`src/rtl/cb_operand_delay_line_if.sv`:
```
// Purpose : bundles the config bus and operand stream of cb_operand_delay_line.
// Ports   : config_addr/config_data/config_en/read_data (tile config bus),
//           in/in_valid/stall (operand from connection box), out/out_valid (operand to PE).
// Modports: master drives config and operand input; slave is the delay line itself.
interface cb_operand_delay_line_if #(
   parameter int WIDTH = 16
);
   logic [31:0]      config_addr;
   logic [31:0]      config_data;
   logic             config_en;
   logic [31:0]      read_data;
   logic [WIDTH-1:0] in;
   logic             in_valid;
   logic             stall;
   logic [WIDTH-1:0] out;
   logic             out_valid;

   modport master (
      output config_addr,
      output config_data,
      output config_en,
      output in,
      output in_valid,
      output stall,
      input  read_data,
      input  out,
      input  out_valid
   );

   modport slave (
      input  config_addr,
      input  config_data,
      input  config_en,
      input  in,
      input  in_valid,
      input  stall,
      output read_data,
      output out,
      output out_valid
   );
endinterface

```
`src/rtl/cb_operand_delay_line.sv`:
```
// Purpose : programmable 0..DEPTH cycle operand delay (or constant substitution) between a
//           connection box output and a PE operand input, configured over the tile config bus.
// Latency : d cycles when const_mode=0 (d=0 is a combinational bypass); constant mode is static.
// Backpressure: stall=1 freezes every stage; the input sampled on a stalled edge is dropped.
// Ports   : i_clk, i_reset (synchronous, active-high), io_bus (cb_operand_delay_line_if.slave).
// Build option: CB_OPERAND_READBACK_EN -- when defined, read_data returns the stored config
//           register; when undefined, read_data is tied to zero and no readback mux exists.
module cb_operand_delay_line #(
   parameter int         WIDTH    = 16,    // 1..27, must match the interface WIDTH
   parameter int         DEPTH    = 4,     // 1..7
   parameter logic [7:0] REG_ADDR = 8'h00
) (
   input  logic                    i_clk,
   input  logic                    i_reset,
   cb_operand_delay_line_if.slave  io_bus
);

   localparam logic [2:0] DEPTH_L = 3'(DEPTH);

   // ------------------------------------------------------------------
   // Config register, held as separate fields. Bits outside these fields
   // always read back as zero, so they are never stored.
   // ------------------------------------------------------------------
   logic [2:0]       r_depth;
   logic             r_const_mode;
   logic [WIDTH-1:0] r_const_val;

   // Delay-line stages: r_stg_*[0] is the youngest sample.
   logic [DEPTH-1:0] r_stg_vld;
   logic [WIDTH-1:0] r_stg_dat [DEPTH];

   logic             w_wr;
   logic [2:0]       w_wr_depth;
   logic             w_tap_vld;
   logic [WIDTH-1:0] w_tap_dat;
   logic             w_out_vld;
   logic [WIDTH-1:0] w_out_dat;

   // Only the low address byte is decoded, and config_data above the
   // const_value field is discarded.
   wire w_unused = ^{io_bus.config_addr[31:8], io_bus.config_data[31:4+WIDTH]};

   assign w_wr = io_bus.config_en && (io_bus.config_addr[7:0] == REG_ADDR);

   // Requested depths beyond the physical line are clamped so that the tap
   // select can never point past the last stage.
   assign w_wr_depth = (io_bus.config_data[2:0] > DEPTH_L) ? DEPTH_L
                                                           : io_bus.config_data[2:0];

   // ------------------------------------------------------------------
   // Config register write
   // ------------------------------------------------------------------
   always_ff @(posedge i_clk) begin
      if (i_reset) begin
         r_depth      <= 3'd0;
         r_const_mode <= 1'b0;
         r_const_val  <= '0;
      end else if (w_wr) begin
         r_depth      <= w_wr_depth;
         r_const_mode <= io_bus.config_data[3];
         r_const_val  <= io_bus.config_data[4 +: WIDTH];
      end
   end

   // ------------------------------------------------------------------
   // Delay line. Stages keep shifting in constant mode so that leaving
   // constant mode behaves like any other reconfiguration (flushed line).
   // A config write clears every valid bit; it is placed after the shift
   // so it wins over a valid sample entering s[0] on the same edge, and it
   // applies even while stalled. Stage data is deliberately left alone.
   // ------------------------------------------------------------------
   always_ff @(posedge i_clk) begin
      if (i_reset) begin
         r_stg_vld <= '0;
         for (int i = 0; i < DEPTH; i++) begin
            r_stg_dat[i] <= '0;
         end
      end else begin
         if (!io_bus.stall) begin
            for (int i = DEPTH - 1; i > 0; i--) begin
               r_stg_vld[i] <= r_stg_vld[i-1];
               r_stg_dat[i] <= r_stg_dat[i-1];
            end
            r_stg_vld[0] <= io_bus.in_valid;
            r_stg_dat[0] <= io_bus.in;
         end
         if (w_wr) begin
            r_stg_vld <= '0;
         end
      end
   end

   // ------------------------------------------------------------------
   // Tap select: stage d-1 for d>=1. Written as a compare loop so no
   // out-of-range index is ever formed for d=0.
   // ------------------------------------------------------------------
   always_comb begin
      w_tap_vld = 1'b0;
      w_tap_dat = '0;
      for (int i = 0; i < DEPTH; i++) begin
         if (r_depth == 3'(i + 1)) begin
            w_tap_vld = r_stg_vld[i];
            w_tap_dat = r_stg_dat[i];
         end
      end
   end

   // Output select. Only the d=0 bypass leg is combinational from the
   // input; the other legs are selected by static config from registers.
   always_comb begin
      w_out_vld = io_bus.in_valid;
      w_out_dat = io_bus.in;
      if (r_const_mode) begin
         w_out_vld = 1'b1;
         w_out_dat = r_const_val;
      end else if (r_depth != 3'd0) begin
         w_out_vld = w_tap_vld;
         w_out_dat = w_tap_dat;
      end
   end

   assign io_bus.out       = w_out_dat;
   assign io_bus.out_valid = w_out_vld;

   // ------------------------------------------------------------------
   // Readback
   // ------------------------------------------------------------------
`ifdef CB_OPERAND_READBACK_EN
   logic [31:0] w_cfg_rd;

   always_comb begin
      w_cfg_rd                = 32'h0;
      w_cfg_rd[2:0]           = r_depth;
      w_cfg_rd[3]             = r_const_mode;
      w_cfg_rd[4 +: WIDTH]    = r_const_val;
   end

   assign io_bus.read_data = w_cfg_rd;
`else
   assign io_bus.read_data = 32'h0;
`endif

endmodule

```
`src/flat_wrapper.sv`:
```
// flat-port wrapper written by rule: the top's interface ports become plain ports
module cb_operand_delay_line_flat 
#(
   parameter int         WIDTH    = 16,                                            
   parameter int         DEPTH    = 4,            
   parameter logic [7:0] REG_ADDR = 8'h00
)
  (i_clk, i_reset, io_bus_config_addr, io_bus_config_data, io_bus_config_en, io_bus_in, io_bus_in_valid, io_bus_stall, io_bus_read_data, io_bus_out, io_bus_out_valid);
  cb_operand_delay_line_if #(.WIDTH(WIDTH)) io_bus_i ();
  input  logic i_clk;
  input  logic i_reset;
  input wire logic [$bits(io_bus_i.config_addr)-1:0] io_bus_config_addr;
  input wire logic [$bits(io_bus_i.config_data)-1:0] io_bus_config_data;
  input wire logic [$bits(io_bus_i.config_en)-1:0] io_bus_config_en;
  input wire logic [$bits(io_bus_i.in)-1:0] io_bus_in;
  input wire logic [$bits(io_bus_i.in_valid)-1:0] io_bus_in_valid;
  input wire logic [$bits(io_bus_i.stall)-1:0] io_bus_stall;
  output wire logic [$bits(io_bus_i.read_data)-1:0] io_bus_read_data;
  output wire logic [$bits(io_bus_i.out)-1:0] io_bus_out;
  output wire logic [$bits(io_bus_i.out_valid)-1:0] io_bus_out_valid;
  assign io_bus_i.config_addr = io_bus_config_addr;
  assign io_bus_i.config_data = io_bus_config_data;
  assign io_bus_i.config_en = io_bus_config_en;
  assign io_bus_i.in = io_bus_in;
  assign io_bus_i.in_valid = io_bus_in_valid;
  assign io_bus_i.stall = io_bus_stall;
  assign io_bus_read_data = io_bus_i.read_data;
  assign io_bus_out = io_bus_i.out;
  assign io_bus_out_valid = io_bus_i.out_valid;
  cb_operand_delay_line #(.WIDTH(WIDTH), .DEPTH(DEPTH), .REG_ADDR(REG_ADDR)) u_core (.i_clk(i_clk), .i_reset(i_reset), .io_bus(io_bus_i));
endmodule
```
`config.mk`:
```
export PLATFORM = sky130hd
export DESIGN_NAME = cb_operand_delay_line_flat
export DESIGN_NICKNAME = d
export VERILOG_FILES = /design/src/rtl/cb_operand_delay_line_if.sv /design/src/rtl/cb_operand_delay_line.sv /design/src/flat_wrapper.sv
export SDC_FILE = /design/constraint.sdc
export NUM_CORES = 1
export LEC_CHECK = 0
export ABC_AREA = 1
export CELL_PAD_IN_SITES_DETAIL_PLACEMENT = 0
export CELL_PAD_IN_SITES_GLOBAL_PLACEMENT = 2
export CORE_MARGIN = 10
export CORE_UTILIZATION = 25
export DETAILED_ROUTE_END_ITERATION = 10
export PLACE_DENSITY = 0.88
export SLEW_MARGIN = 40
export SYNTH_ARGS = -nofsm -noshare
export SYNTH_HDL_FRONTEND = slang
export SYNTH_SLANG_ARGS = --single-unit
```
`constraint.sdc`:
```
create_clock -name i_clk -period 2.8 [get_ports i_clk]
set_clock_uncertainty 0.15 [all_clocks]
set_input_delay 0.56 -clock i_clk [delete_from_list [all_inputs] [get_ports i_clk]]
set_output_delay 0.56 -clock i_clk [all_outputs]
set_load 0.05 [all_outputs]
```
==> impl_metrics.tcl <==
set metrics [dict create \
    avgSynthCellArea_sq_um 8.39 \
    swShare_pct 25.3 \
    dp_hpwl_um 7660 \
    numCtsBuffers 9 \
    hold_path_depth 2 \
    worstMarginPinSlew_ps 632 \
    synth_fa_ha_area_share_pct 0 \
    pin_count 134 \
    path_max_fanout 33 \
    setup_slack_ps 179 \
    synth_top_family_by_area "simple AND/OR/NAND/NOR gates" \
    relSlewSlack_pct 57.8 \
    final_common_cell "nor2_1" \
    ys_ff_latch 88 \
    syn_inst 560 \
    p_clk_share_pct 40.4 \
    synth_mux_area_share_pct 0.853 \
    drt-initial-drc-count 164 \
    ff2ff_path_depth 2 \
    antenna_cells 0 \
    clkSlewWorstSetupHoldPaths_ps 60 \
    overflow 0 \
    wire_per_inst_um 13.3 \
    layout_common_cells "nor2_1 (107), inv_1 (84), nand2_1 (74), nand4_1 (66), edfxtp_1 (64)" \
    switchingPower_mw 0.794 \
    cts_buffer_depth 2 \
    io_buffer_count 65 \
    start_kind "flip-flop" \
    drive_above_1_share_pct 8.74 \
    place_ws_ps 350 \
    synth_seq_area_share_pct 51.2 \
    fp-row-count 50 \
    antenna_left 0 \
    antenna_found_initial 1 \
    die_area_sq_mm 0.0247 \
    seqPwrFrac_pct 47.6 \
    cts_htree_levels 3 \
    die_y_um 157 \
    ys_warn_count 0 \
    maxSlewViolCount 0 \
    hold_buffers 0 \
    track_usage_pct 9.11 \
    powerDensity_mw_per_mm2 543 \
    root_buffer "clkbuf_16" \
    drc 0 \
    cts_tree "done" \
    grt_pass1_wl_um 18100 \
    initial_utilization_pct 25.3 \
    cap_violations 0 \
    finalHoldViolations 0 \
    post-route-period-util_pct 93.6 \
    drtPass1Iterations 4 \
    leakage_nw 2.40 \
    endpoint_kind "primary output" \
    report.final.setup_viol 0 \
    fillers 1963 \
    wirelength_um 11300 \
    area_growth_pct 22.9 \
    synth-xor-area-share_pct 0 \
    worstHoldPathType "flip-flop to flip-flop" \
    core_sq_mm 0.0186 \
    cts.sinks 88 \
    dpl_cell_area_sq_mm 0.00545 \
    synth_compound_area_share_pct 3.86 \
    synth.distinct_cells 28 \
    outcome "finished clean" \
    grt_max_degree 65 \
    die_x_um 157 \
    comb_power_share_pct 12.0 \
    place_congestion 0.713 \
    rsz0062_at_grt "false" \
    fmax_ghz 0.382 \
    synth-simple-area-share_pct 28.1 \
    viasPerCell 4.24 \
    synth_area_sq_mm 0.00470 \
    required_ps 2090 \
    criticalPathCategory "flip-flop to primary output" \
    cp.arrival_ps 1910 \
    setup_tns_ps 0 \
    layout_min_cycle_time_ps 2620 \
    vias 3615 \
    ir_drop_v 0.000253 \
    design_area_sq_mm 0.00577 \
    clk_latency_ps 340 \
    grt_pass1_vias 3527 \
    p_int_mw 2.34 \
    finalNetCount 698 \
]
metrics by stage:
step	util, %	std cells	power (mW)	hold WS, ps
final	31.1	852	3.13	331
after global placement	29.3	836	1.90	313
after CTS	31.0	852	3.17	336
after detailed placement	29.3	836	1.90	322
after floorplan	-	591	1.80	304
after global routing	31.1	852	3.26	348
layout make-up:
type,count,area (sq um),area share (%)
multi-input combinational,348,1670,28.9
sequential,88,2400,41.6
clock buffer,11,254,4.40
timing repair buffer,78,756,13.1
inverter,88,337,5.83
tap,234,293,5.07
clock inverter,5,61.3,1.06
routing by layer:
layer / vias to the layer above / GRT usage (%) / part of all wire, %
met5: - / 0 / 0
li1: 1881 / - / -
met2: 86 / 14.8 / 46
met1: 1640 / 10.8 / 45
met4: 0 / 3.34 / 1.3
met3: 8 / 3.47 / 7.5
power by group through the flow:
| stage | combinational (mW) | clock [mW] | sequential [mW] |
|---|---|---|---|
| after floorplan | 0.285 | 0 | 1.51 |
| after global placement | 0.375 | 0 | 1.52 |
| after detailed placement | 0.378 | 0 | 1.52 |
| after CTS | 0.379 | 1.30 | 1.49 |
| after global routing | 0.407 | 1.35 | 1.50 |
| final | 0.376 | 1.26 | 1.49 |
registers in the layout, summed over array words and instances, names as in the netlist:
signal / flops
u_core.r_stg_vld: 4
u_core.r_const_mode: 1
u_core.r_depth: 3
u_core.r_const_val: 16
u_core.r_stg_dat: 64
worst paths after layout:
path / from / end / slack, ps
setup / recovery: u_core.r_depth[0] / io_bus_out[6] / 180
setup reg to reg: u_core.r_stg_dat[1][10] / u_core.r_stg_dat[2][10] / 1880
hold / removal: u_core.r_const_val[8] / u_core.r_const_val[8] / 330
hold reg to reg: u_core.r_const_val[8] / u_core.r_const_val[8] / 330
what timing repair did:
action	in CTS	in global routing
setup endpoints to repair	3	12
gates resized for setup	1	1
setup buffers	0	0
pin swaps	0	0
cloned	0	0
Yosys cell counts, drive strengths merged:
cell,count,share of area (%)
edfxtp,64,41
buf,59,8.1
nand2,77,6.4
mux2i,4,0.85
or2,2,0.32
inv,85,6.9
conb,1,0.080
nand4,66,8.8
nor2,109,9.4
o21ai,34,3.6
a21oi,1,0.11
nand3b,17,2.7
dfxtp,24,10
a31oi,1,0.13
nor3,1,0.11
nand3,4,0.43
clkinv,3,0.24
clkbuf,8,0.67
cell families after synthesis:
kind of cell / after synthesis
AOI/OAI and AO/OA: 36
other: 1
DFF: 88
buffers and inverters: 155
and+or+nand+nor: 276
muxes: 4
critical path, stage by stage (launching register included):
cell,delay [ps]
dfxtp_1,470
buf_4,430
nand4_1,160
nand4_1,140
nand2_1,90
nand2_1,80
buf_4,190
Note: power is estimated with default switching activity, not from simulation.
